[config.mk]
export PLATFORM = sky130hd
export DESIGN_NAME = id_decode_ctrl_flat
export DESIGN_NICKNAME = d
export VERILOG_FILES = /design/src/rtl/id_decode_ctrl_if.sv /design/src/rtl/id_decode_ctrl.sv /design/src/flat_wrapper.sv
export SDC_FILE = /design/constraint.sdc
export NUM_CORES = 1
export LEC_CHECK = 0
export BUFFER_PORTS_ARGS = -buffer_cell sky130_fd_sc_hd__buf_2
export CAP_MARGIN = 20
export CORE_MARGIN = 2
export CORE_UTILIZATION = 40
export DETAILED_ROUTE_END_ITERATION = 7
export MAX_ROUTING_LAYER = met4
export PLACE_DENSITY_LB_ADDON = 0.2
export SYNTH_ARGS = -nofsm -noshare
export SYNTH_HDL_FRONTEND = slang
export SYNTH_SLANG_ARGS = --single-unit
export TNS_END_PERCENT = 50
[constraint.sdc]
create_clock -name i_clk -period 14.2 [get_ports i_clk]
set_input_delay 1.42 -clock i_clk [delete_from_list [all_inputs] [get_ports i_clk]]
set_output_delay 1.42 -clock i_clk [all_outputs]
set_load 0.05 [all_outputs]
[src/rtl/id_decode_ctrl_if.sv]
// IF->ID->EX bundle for the decode-stage sequencer.
// master drives the fetch/EX-side inputs; slave is the decode stage.
interface id_decode_ctrl_if #(
    parameter int unsigned XLEN = 32
);
    logic            i_if_valid;
    logic            o_if_ready;
    logic [31:0]     i_if_instr;
    logic [XLEN-1:0] i_if_pc;
    logic            o_ex_valid;
    logic            i_ex_ready;
    logic [31:0]     o_ex_instr;
    logic [XLEN-1:0] o_ex_pc;
    logic [31:0]     o_ex_imm;
    logic            i_ex_load_valid;
    logic [4:0]      i_ex_load_rd;
    logic            i_flush;
    logic            o_ex_illegal;

    modport master (
        output i_if_valid, i_if_instr, i_if_pc, i_ex_ready,
               i_ex_load_valid, i_ex_load_rd, i_flush,
        input  o_if_ready, o_ex_valid, o_ex_instr, o_ex_pc, o_ex_imm, o_ex_illegal
    );

    modport slave (
        input  i_if_valid, i_if_instr, i_if_pc, i_ex_ready,
               i_ex_load_valid, i_ex_load_rd, i_flush,
        output o_if_ready, o_ex_valid, o_ex_instr, o_ex_pc, o_ex_imm, o_ex_illegal
    );
endinterface

[src/rtl/id_decode_ctrl.sv]
// Decode-stage sequencer: output register + 1-entry skid, immediate generation,
// load-use bubble insertion and flush. Define ID_ILLEGAL_TRAP_EN to flag unknown opcodes.
module id_immGen (
    input  logic [31:0] i_instr,
    output logic [31:0] o_imm
);
    always_comb begin
        o_imm = 32'h0;
        case (i_instr[6:0])
            7'b0000011, 7'b0010011, 7'b1100111:
                o_imm = {{20{i_instr[31]}}, i_instr[31:20]};
            7'b0100011:
                o_imm = {{20{i_instr[31]}}, i_instr[31:25], i_instr[11:7]};
            7'b1100011:
                o_imm = {{19{i_instr[31]}}, i_instr[31], i_instr[7], i_instr[30:25], i_instr[11:8], 1'b0};
            7'b0110111, 7'b0010111:
                o_imm = {i_instr[31:12], 12'h000};
            7'b1101111:
                o_imm = {{11{i_instr[31]}}, i_instr[31], i_instr[19:12], i_instr[20], i_instr[30:21], 1'b0};
            default: o_imm = 32'h0;
        endcase
    end
endmodule

module id_decode_ctrl #(
    parameter int unsigned XLEN          = 32,
    parameter int unsigned BUBBLE_CYCLES = 1
) (
    input  logic             i_clk,
    input  logic             i_rst,
    id_decode_ctrl_if.slave  bus
);
    localparam int unsigned CNT_W = 2;
    localparam logic [31:0] NOP   = 32'h0000_0013;

    localparam logic [6:0] OP_LUI    = 7'b0110111;
    localparam logic [6:0] OP_AUIPC  = 7'b0010111;
    localparam logic [6:0] OP_JAL    = 7'b1101111;
    localparam logic [6:0] OP_JALR   = 7'b1100111;
    localparam logic [6:0] OP_BRANCH = 7'b1100011;
    localparam logic [6:0] OP_LOAD   = 7'b0000011;
    localparam logic [6:0] OP_STORE  = 7'b0100011;
    localparam logic [6:0] OP_IMM    = 7'b0010011;
    localparam logic [6:0] OP_OP     = 7'b0110011;
    localparam logic [6:0] OP_FENCE  = 7'b0001111;
    localparam logic [6:0] OP_SYSTEM = 7'b1110011;

    typedef enum logic [1:0] {EMPTY, FULL, STALL} state_e;

    state_e          state_q;
    logic            ex_valid_q;
    logic [31:0]     ex_instr_q;
    logic [XLEN-1:0] ex_pc_q;
    logic [31:0]     ex_imm_q;
    logic            ex_illegal_q;
    logic            skid_valid_q;
    logic [31:0]     skid_instr_q;
    logic [XLEN-1:0] skid_pc_q;
    logic [CNT_W-1:0] cnt_q;
    logic            if_ready_q;

    logic            if_xfer, ex_xfer, load, skid_wr, skid_valid_d;
    logic [31:0]     src_instr, src_imm;
    logic [XLEN-1:0] src_pc;
    logic [6:0]      src_op;
    logic            uses_rs1, uses_rs2, hazard, illegal_c;

    // Source for the output register: skid has priority over the live IF word.
    always_comb begin
        if_xfer      = bus.i_if_valid & if_ready_q;
        ex_xfer      = ex_valid_q & bus.i_ex_ready;
        src_instr    = skid_valid_q ? skid_instr_q : bus.i_if_instr;
        src_pc       = skid_valid_q ? skid_pc_q    : bus.i_if_pc;
        src_op       = src_instr[6:0];
        load         = ((state_q == EMPTY) | ex_xfer) & (skid_valid_q | if_xfer);
        skid_wr      = if_xfer & ~load;
        skid_valid_d = skid_valid_q ? ~load : skid_wr;
        uses_rs1     = ~((src_op == OP_LUI) | (src_op == OP_AUIPC) | (src_op == OP_JAL));
        uses_rs2     = (src_op == OP_OP) | (src_op == OP_STORE) | (src_op == OP_BRANCH);
`ifdef ID_ILLEGAL_TRAP_EN
        illegal_c    = (src_op[1:0] != 2'b11) |
                       ~(src_op inside {OP_LUI, OP_AUIPC, OP_JAL, OP_JALR, OP_BRANCH, OP_LOAD,
                                        OP_STORE, OP_IMM, OP_OP, OP_FENCE, OP_SYSTEM});
`else
        illegal_c    = 1'b0;
`endif
        hazard       = bus.i_ex_load_valid & (bus.i_ex_load_rd != 5'd0) & ~illegal_c &
                       ((uses_rs1 & (src_instr[19:15] == bus.i_ex_load_rd)) |
                        (uses_rs2 & (src_instr[24:20] == bus.i_ex_load_rd)));
    end

    id_immGen u_imm_gen (
        .i_instr (src_instr),
        .o_imm   (src_imm)
    );

    always_ff @(posedge i_clk or posedge i_rst) begin
        if (i_rst) begin
            state_q      <= EMPTY;
            ex_valid_q   <= 1'b0;
            ex_instr_q   <= NOP;
            ex_pc_q      <= '0;
            ex_imm_q     <= 32'h0;
            ex_illegal_q <= 1'b0;
            skid_valid_q <= 1'b0;
            skid_instr_q <= 32'h0;
            skid_pc_q    <= '0;
            cnt_q        <= '0;
            if_ready_q   <= 1'b1;
        end else if (bus.i_flush) begin
            state_q      <= EMPTY;
            ex_valid_q   <= 1'b0;
            ex_instr_q   <= NOP;
            ex_pc_q      <= '0;
            ex_imm_q     <= 32'h0;
            ex_illegal_q <= 1'b0;
            skid_valid_q <= 1'b0;
            cnt_q        <= '0;
            if_ready_q   <= 1'b1;
        end else begin
            if (load) begin
                ex_instr_q   <= src_instr;
                ex_pc_q      <= src_pc;
                ex_imm_q     <= src_imm;
                ex_illegal_q <= illegal_c;
                state_q      <= hazard ? STALL : FULL;
                ex_valid_q   <= ~hazard;
                cnt_q        <= hazard ? CNT_W'(BUBBLE_CYCLES) : '0;
            end else begin
                case (state_q)
                    FULL: begin
                        if (bus.i_ex_ready) begin
                            state_q    <= EMPTY;
                            ex_valid_q <= 1'b0;
                        end
                    end
                    // Bubble countdown ignores EX backpressure.
                    STALL: begin
                        cnt_q <= cnt_q - CNT_W'(1);
                        if (cnt_q == CNT_W'(1)) begin
                            state_q    <= FULL;
                            ex_valid_q <= 1'b1;
                        end
                    end
                    default: ;
                endcase
            end
            if (skid_wr) begin
                skid_instr_q <= bus.i_if_instr;
                skid_pc_q    <= bus.i_if_pc;
            end
            skid_valid_q <= skid_valid_d;
            if_ready_q   <= ~skid_valid_d;
        end
    end

    assign bus.o_if_ready   = if_ready_q;
    assign bus.o_ex_valid   = ex_valid_q;
    assign bus.o_ex_instr   = ex_instr_q;
    assign bus.o_ex_pc      = ex_pc_q;
    assign bus.o_ex_imm     = ex_imm_q;
    assign bus.o_ex_illegal = ex_illegal_q;
endmodule
[src/flat_wrapper.sv]
// flat-port wrapper written by rule: the top's interface ports become plain ports
module id_decode_ctrl_flat 
#(
    parameter int unsigned XLEN          = 32,
    parameter int unsigned BUBBLE_CYCLES = 1
)
  (i_clk, i_rst, bus_i_if_valid, bus_i_if_instr, bus_i_if_pc, bus_i_ex_ready, bus_i_ex_load_valid, bus_i_ex_load_rd, bus_i_flush, bus_o_if_ready, bus_o_ex_valid, bus_o_ex_instr, bus_o_ex_pc, bus_o_ex_imm, bus_o_ex_illegal);
  id_decode_ctrl_if #(.XLEN(XLEN)) bus_i ();
  input  logic i_clk;
  input  logic i_rst;
  input wire logic [$bits(bus_i.i_if_valid)-1:0] bus_i_if_valid;
  input wire logic [$bits(bus_i.i_if_instr)-1:0] bus_i_if_instr;
  input wire logic [$bits(bus_i.i_if_pc)-1:0] bus_i_if_pc;
  input wire logic [$bits(bus_i.i_ex_ready)-1:0] bus_i_ex_ready;
  input wire logic [$bits(bus_i.i_ex_load_valid)-1:0] bus_i_ex_load_valid;
  input wire logic [$bits(bus_i.i_ex_load_rd)-1:0] bus_i_ex_load_rd;
  input wire logic [$bits(bus_i.i_flush)-1:0] bus_i_flush;
  output wire logic [$bits(bus_i.o_if_ready)-1:0] bus_o_if_ready;
  output wire logic [$bits(bus_i.o_ex_valid)-1:0] bus_o_ex_valid;
  output wire logic [$bits(bus_i.o_ex_instr)-1:0] bus_o_ex_instr;
  output wire logic [$bits(bus_i.o_ex_pc)-1:0] bus_o_ex_pc;
  output wire logic [$bits(bus_i.o_ex_imm)-1:0] bus_o_ex_imm;
  output wire logic [$bits(bus_i.o_ex_illegal)-1:0] bus_o_ex_illegal;
  assign bus_i.i_if_valid = bus_i_if_valid;
  assign bus_i.i_if_instr = bus_i_if_instr;
  assign bus_i.i_if_pc = bus_i_if_pc;
  assign bus_i.i_ex_ready = bus_i_ex_ready;
  assign bus_i.i_ex_load_valid = bus_i_ex_load_valid;
  assign bus_i.i_ex_load_rd = bus_i_ex_load_rd;
  assign bus_i.i_flush = bus_i_flush;
  assign bus_o_if_ready = bus_i.o_if_ready;
  assign bus_o_ex_valid = bus_i.o_ex_valid;
  assign bus_o_ex_instr = bus_i.o_ex_instr;
  assign bus_o_ex_pc = bus_i.o_ex_pc;
  assign bus_o_ex_imm = bus_i.o_ex_imm;
  assign bus_o_ex_illegal = bus_i.o_ex_illegal;
  id_decode_ctrl #(.XLEN(XLEN), .BUBBLE_CYCLES(BUBBLE_CYCLES)) u_core (.i_clk(i_clk), .i_rst(i_rst), .bus(bus_i));
endmodule
Word-level counts from Yosys, hierarchy flattened
Index checks and enable logic that the tools add are counted.
- add/subtract/negate cells: 1
- equality and inequality tests: 16
- multiplexer cells: 29
- bitwise gates (word level): 20
- reduce and logical (&&, ||, !) cells: 9
- operator list (kind ; count):
    32-bit 2-to-1 mux ; 8
    32-bit one-hot mux with 5 select lines ; 1
    7-bit by 6-bit == test with 1-bit output (second input constant) ; 3
    7-bit == test (second input constant) ; 3
    2-bit 2-to-1 mux ; 8
    7-bit by 5-bit == test with 1-bit output (second input constant) ; 2
    5-bit == test ; 2
    1-bit 2-to-1 mux ; 10
    1-bit AND ; 8
    7-bit by 2-bit == test with 1-bit output (second input constant) ; 1
    1-bit OR ; 7
    1-bit NOT ; 5
    5-bit nonzero test ; 1
    2-bit by 1-bit == test with 1-bit output (second input constant) ; 2
    4-bit by 2-bit != test with 1-bit output (second input constant) ; 1
    4-bit by 3-bit != test with 1-bit output (second input constant) ; 1
    2-bit one-hot mux with 2 select lines ; 1
    4-bit nonzero test ; 1
    3-bit AND reduction ; 1
    3-bit nonzero test ; 1
    3-bit OR reduction ; 1
    2-bit == test (second input constant) ; 1
    2-bit logical NOT ; 1
    1-bit one-hot mux with 2 select lines ; 1
    4 further kinds ; 4
- register bits after elaboration: 168
- bits of input ports: 75
- output and inout bits: 99
- logic and storage cells: 86

Logic depth before layout (Yosys ltp)
- depth in word-level cells: 11
- gate-level depth with buffers: 9
- mapped depth without buffers: 5

By module
From an unflattened synthesis, not the netlist that was laid out.
- cells, all modules: 748
- area total of the unflattened synthesis: 7962.6 µm²
- by module, submodules not included (module ; instances ; cells each ; area each (µm²) ; sequential area each (µm²)):
    id_decode_ctrl ; 1 ; 669 ; 7415.9 ; 4159.0
    id_immGen ; 1 ; 79 ; 546.8 ; 0.0

Worst setup path after synthesis
Ideal clock, no wire load.
- path kind: input to register
- start: input bus_i_if_instr[4]
- end: register u_core.ex_imm_q[21] (netlist: u_core.bus.o_ex_imm[21])
- data arrival time: 3030 ps
- required time: 14113 ps
- setup slack: 11082 ps
- stages on the path: 7
- path buffers: 2
- cells stage by stage: mux2_2 -> nor4_1 -> o21a_1 -> buf_2 -> o41ai_4 -> buf_2 -> a22oi_1
- word-level cells in the longest chain between the ends: 6
- elaborated cells on any way between the ends: 14
- ends and longest elaborated chain (element ; RTL line ; RTL):
    start, declared ; flat_wrapper.sv:12 ; input wire logic [$bits(bus_i.i_if_instr)-1:0] bus_i_if_instr;
    32-bit 2-to-1 mux (*) ; id_decode_ctrl.sv:72 ; src_instr = skid_valid_q ? skid_instr_q : bus.i_if_instr;
    7-bit by 2-bit == test with 1-bit output (tied with other cells) ; id_decode_ctrl.sv:9 ; case (i_instr[6:0])
    3-bit OR reduction / 2-bit OR reduction (equally long branches) ; id_decode_ctrl.sv:9 ;
    32-bit one-hot mux with 5 select lines (*) ; id_decode_ctrl.sv:9 ;
    32-bit 2-to-1 mux (*) ; id_decode_ctrl.sv:121 ; if (load) begin
    32-bit 2-to-1 mux (*) ; id_decode_ctrl.sv:110 ; end else if (bus.i_flush) begin
    end signal, assigned ; id_decode_ctrl.sv:124 ; ex_imm_q <= src_imm;
    end, declared ; id_decode_ctrl.sv:54 ; logic [31:0] ex_imm_q;
Every way passes the cells marked *; elsewhere a longest branch is shown, timed or not. The select of a mux whose other input is x is not followed.
A chain may end at the register's enable or synchronous reset.

Worst setup path after layout
- start: register u_core.skid_valid_q
- end: register u_core.ex_imm_q[26] (netlist: u_core.bus.o_ex_imm[26])
- word-level cells in the longest chain between the ends: 6
- elaborated cells on any way between the ends: 17
- ends and longest elaborated chain (element ; RTL line ; RTL):
    start, declared ; id_decode_ctrl.sv:56 ; logic skid_valid_q;
    start signal, assigned ; id_decode_ctrl.sv:152 ; skid_valid_q <= skid_valid_d;
    32-bit 2-to-1 mux ; id_decode_ctrl.sv:72 ;
    7-bit by 2-bit == test with 1-bit output (tied with other cells) ; id_decode_ctrl.sv:9 ;
    3-bit OR reduction / 2-bit OR reduction (equally long branches) ; id_decode_ctrl.sv:9 ;
    32-bit one-hot mux with 5 select lines ; id_decode_ctrl.sv:9 ;
    32-bit 2-to-1 mux ; id_decode_ctrl.sv:121 ;
    32-bit 2-to-1 mux ; id_decode_ctrl.sv:110 ;
Parallel ways exist; a longest one is shown, timed or not. The select of a mux whose other input is x is not followed.

==> impl_metrics.json <==
{
  "cts.sinks": 166,
  "vias": 5624,
  "path_clk_slew_ns": 0.06,
  "rsz0062_at_grt": "no",
  "fin_setup_tns_ns": 0,
  "rr_endpoint": "u_core.bus.o_ex_imm[26]",
  "setup_viol": 0,
  "dp_cells": 1008,
  "tritoncts": "done",
  "slew_headroom_pct": 33.9,
  "cp_slowest_stage_delay_ns": 0.97,
  "start_util_pct": 40.5,
  "fin_cells": 1043,
  "finalClockSkew_ns": 0.00612,
  "worstSetupPathType": "reg2reg",
  "min_from": "u_core.bus.o_ex_imm[2]",
  "hold_end": "u_core.bus.o_ex_imm[2]",
  "postCtsHoldBufs": 0,
  "yosysSeqAreaShare_pct": 55.1,
  "reg2reg_slack_ns": 10.25,
  "ctsLongestPathBuffers": 2,
  "critPathLaunchType": "flop",
  "finalCritPeriodShare_pct": 27.8,
  "io_buffer_count": 172,
  "grt_max_degree": 110,
  "ios": 174,
  "cellLeakagePower_nw": 4.26,
  "grt_pass1_wl_um": 30500,
  "gp_congestion": 0.826,
  "overflow": 0,
  "dr.pass1.iters": 5,
  "route.detailed.drc": 0,
  "cts_setup_buffers": 0,
  "status": "finished clean",
  "area_growth_pct": 22.2,
  "final_hold_viol_count": 0,
  "yosysUniqueCellTypes": 51,
  "ant_nets": 0,
  "fin_area_mm2": 0.00923,
  "yosysWarnings": 0,
  "swShare_pct": 29.5,
  "dr.first_iter.drc_count": 326,
  "synth_fp_nets": 716,
  "synth_ff_type": "dfrtp_1",
  "min_period_ns": 3.95,
  "synthArstFlopShare_pct": 100,
  "track_usage_pct": 20.1,
  "final_layout_size_suffix_gt1_share_pct": 35.3,
  "routed_wl_um": 19200,
  "avgRoutedWirePerCell_um": 18.4,
  "root_buffer": "clkbuf_16",
  "synth_area_mm2": 0.00755,
  "clock_latency_ns": 0.42,
  "seq_power_share_pct": 46.2,
  "antenna_found_initial": 1,
  "hpwl_um": 12900,
  "pwr-share-clk_pct": 34.8,
  "avgViaCountPerCell": 5.39,
  "rows": 50,
  "fin_hold_ws_ns": 0.480,
  "ir_worst_vdd_mv": 0.0787,
  "maxSlewViolCount": 0,
  "cp_max_fo": 43,
  "cap_viol_max_count": 0,
  "crit_chain": "buf_4 -> mux2i_1 -> nor4_1 -> o21a_1 -> o41ai_4 -> a22oi_1",
  "crit_arrival_ns": 4.19,
  "placed_cell_area_mm2": 0.00860,
  "tightest_slew_ns": 0.988,
  "grt_pass1_vias": 5724,
  "die_h_um": 141,
  "syn_area_per_cell_um2": 11.8,
  "cts-resized-gates": 0,
  "p_per_area_mw_per_mm2": 139,
  "p_int_mw": 0.902,
  "yosys_register_bits": 166,
  "clock.fmax_mhz": 253,
  "core-area_mm2": 0.0186,
  "power_switching_mw": 0.377,
  "die_area_mm2": 0.0200,
  "hold_path_depth": 2,
  "worstPathRequired_ns": 14.44,
  "die_x_um": 141,
  "syn_inst": 640,
  "worstSetupEndpointType": "flop",
  "slowest_stage": "o41ai_4",
  "r2r_start": "u_core.skid_valid_q",
  "worst_r2r_path_depth": 6,
  "nets": 872,
  "crit_start": "u_core.skid_valid_q",
  "holdCritPathClass": "reg2reg",
  "synth_edf_count": 0,
  "pwr-share-comb_pct": 18.9,
  "cts_htree_levels": 4,
  "numCtsBuffers": 17
}
-- layer usage --
layer / GRT usage [%] / part of all wire [%] / vias up
met2: 30.5 / 46 / 160
met3: 4.86 / 5.9 / 18
met4: 5.53 / 0.97 / 0
met5: - / 0 / -
li1: - / - / 2647
met1: 27.2 / 47 / 2799
-- layout make-up --
class / instances / area, um^2
tap: 234 / 293
timing repair buffer: 183 / 998
clock buffer: 23 / 458
multi-input combinational: 423 / 3190
sequential: 166 / 4160
fill: 1717 / 9410
inverter: 5 / 23.8
clock inverter: 8 / 101
antenna: 1 / 2.50
-- power by group through the flow --
| stage | clock [mW] | combinational [mW] | sequential [mW] |
|---|---|---|---|
| 6_report | 0.445 | 0.242 | 0.591 |
| 4_1_cts | 0.457 | 0.242 | 0.591 |
| 2_1_floorplan | 0 | 0.118 | 0.651 |
| 5_1_grt | 0.479 | 0.262 | 0.601 |
| 3_5_place_dp | 0 | 0.241 | 0.599 |
| 3_3_place_gp | 0 | 0.235 | 0.594 |
-- placed cells by master (no fill, tap or decap), types with 9 or more instances in the layout --
master	count
clkbuf_16	17
nand2_1	32
nor2_1	80
mux2_2	62
xor2_1	9
mux2i_1	45
mux2_1	24
a211oi_1	46
nor3_1	22
buf_2	172
a22oi_1	23
dfrtp_1	161
-- registers in the layout, indices dropped and copies added (netlist names) --
signal,cells
u_core.skid_instr_q,32
u_core.bus.o_ex_pc,32
u_core.bus.o_ex_imm,32
u_core.cnt_q,2
u_core.skid_pc_q,32
u_core.bus.o_ex_instr,32
u_core.bus.o_if_ready,1
u_core.state_q,2
u_core.skid_valid_q,1
-- cell families after synthesis --
group | after synthesis | share of synthesized area (%)
AO/OA/AOI/OAI | 116 | 11.8
XOR/XNOR | 11 | 1.28
adder cells (fa/ha/maj) | 1 | 0.166
buffers and inverters | 51 | 2.93
flip-flops | 166 | 55.1
multiplexers | 132 | 19.0
other | 1 | 0.0497
AND/OR/NAND/NOR | 162 | 9.69
-- worst max-delay path, delay by kind of cell (launching register included) --
family	cells	cell delay, ns
flip-flops	1	0.80
AND/OR/NAND/NOR	1	0.22
buffers and inverters	1	0.65
multiplexers	1	0.52
AO/OA/AOI/OAI	3	1.56
-- worst max path at each step --
stage	end	cells after the start
CTS	u_core.bus.o_ex_imm[26]	6
global placement	u_core.skid_instr_q[7]	5
detailed placement	u_core.bus.o_ex_imm[21]	6
global route	u_core.bus.o_ex_imm[26]	6
finish	u_core.bus.o_ex_imm[26]	6
floorplan	u_core.bus.o_ex_imm[0]	1
-- per-stage QoR --
| stage | power (mW) | setup slack [ns] | utilization, % |
|---|---|---|---|
| after CTS | 1.29 | 10.26 | 49.1 |
| after global placement | 0.829 | 10.02 | 46.0 |
| final | 1.28 | 10.25 | 49.5 |
| after floorplan | 0.770 | 8.30 | - |
| after detailed placement | 0.840 | 10.27 | 46.1 |
| after global routing | 1.34 | 10.01 | 49.5 |
-- cells in the mapped netlist, drive strengths merged, types with 8 or more instances --
cell | number | share of area (%)
a211oi | 46 | 4.6
a221o | 8 | 1.1
a22oi | 23 | 2.3
buf | 13 | 1.0
clkbuf | 33 | 1.6
dfrtp | 162 | 54
mux2 | 87 | 13
mux2i | 45 | 6.0
nand2 | 32 | 1.6
nor2 | 81 | 4.0
nor3 | 24 | 1.7
o21ai | 10 | 0.66
xor2 | 9 | 1.0
Power figures use the tool's default switching activity.
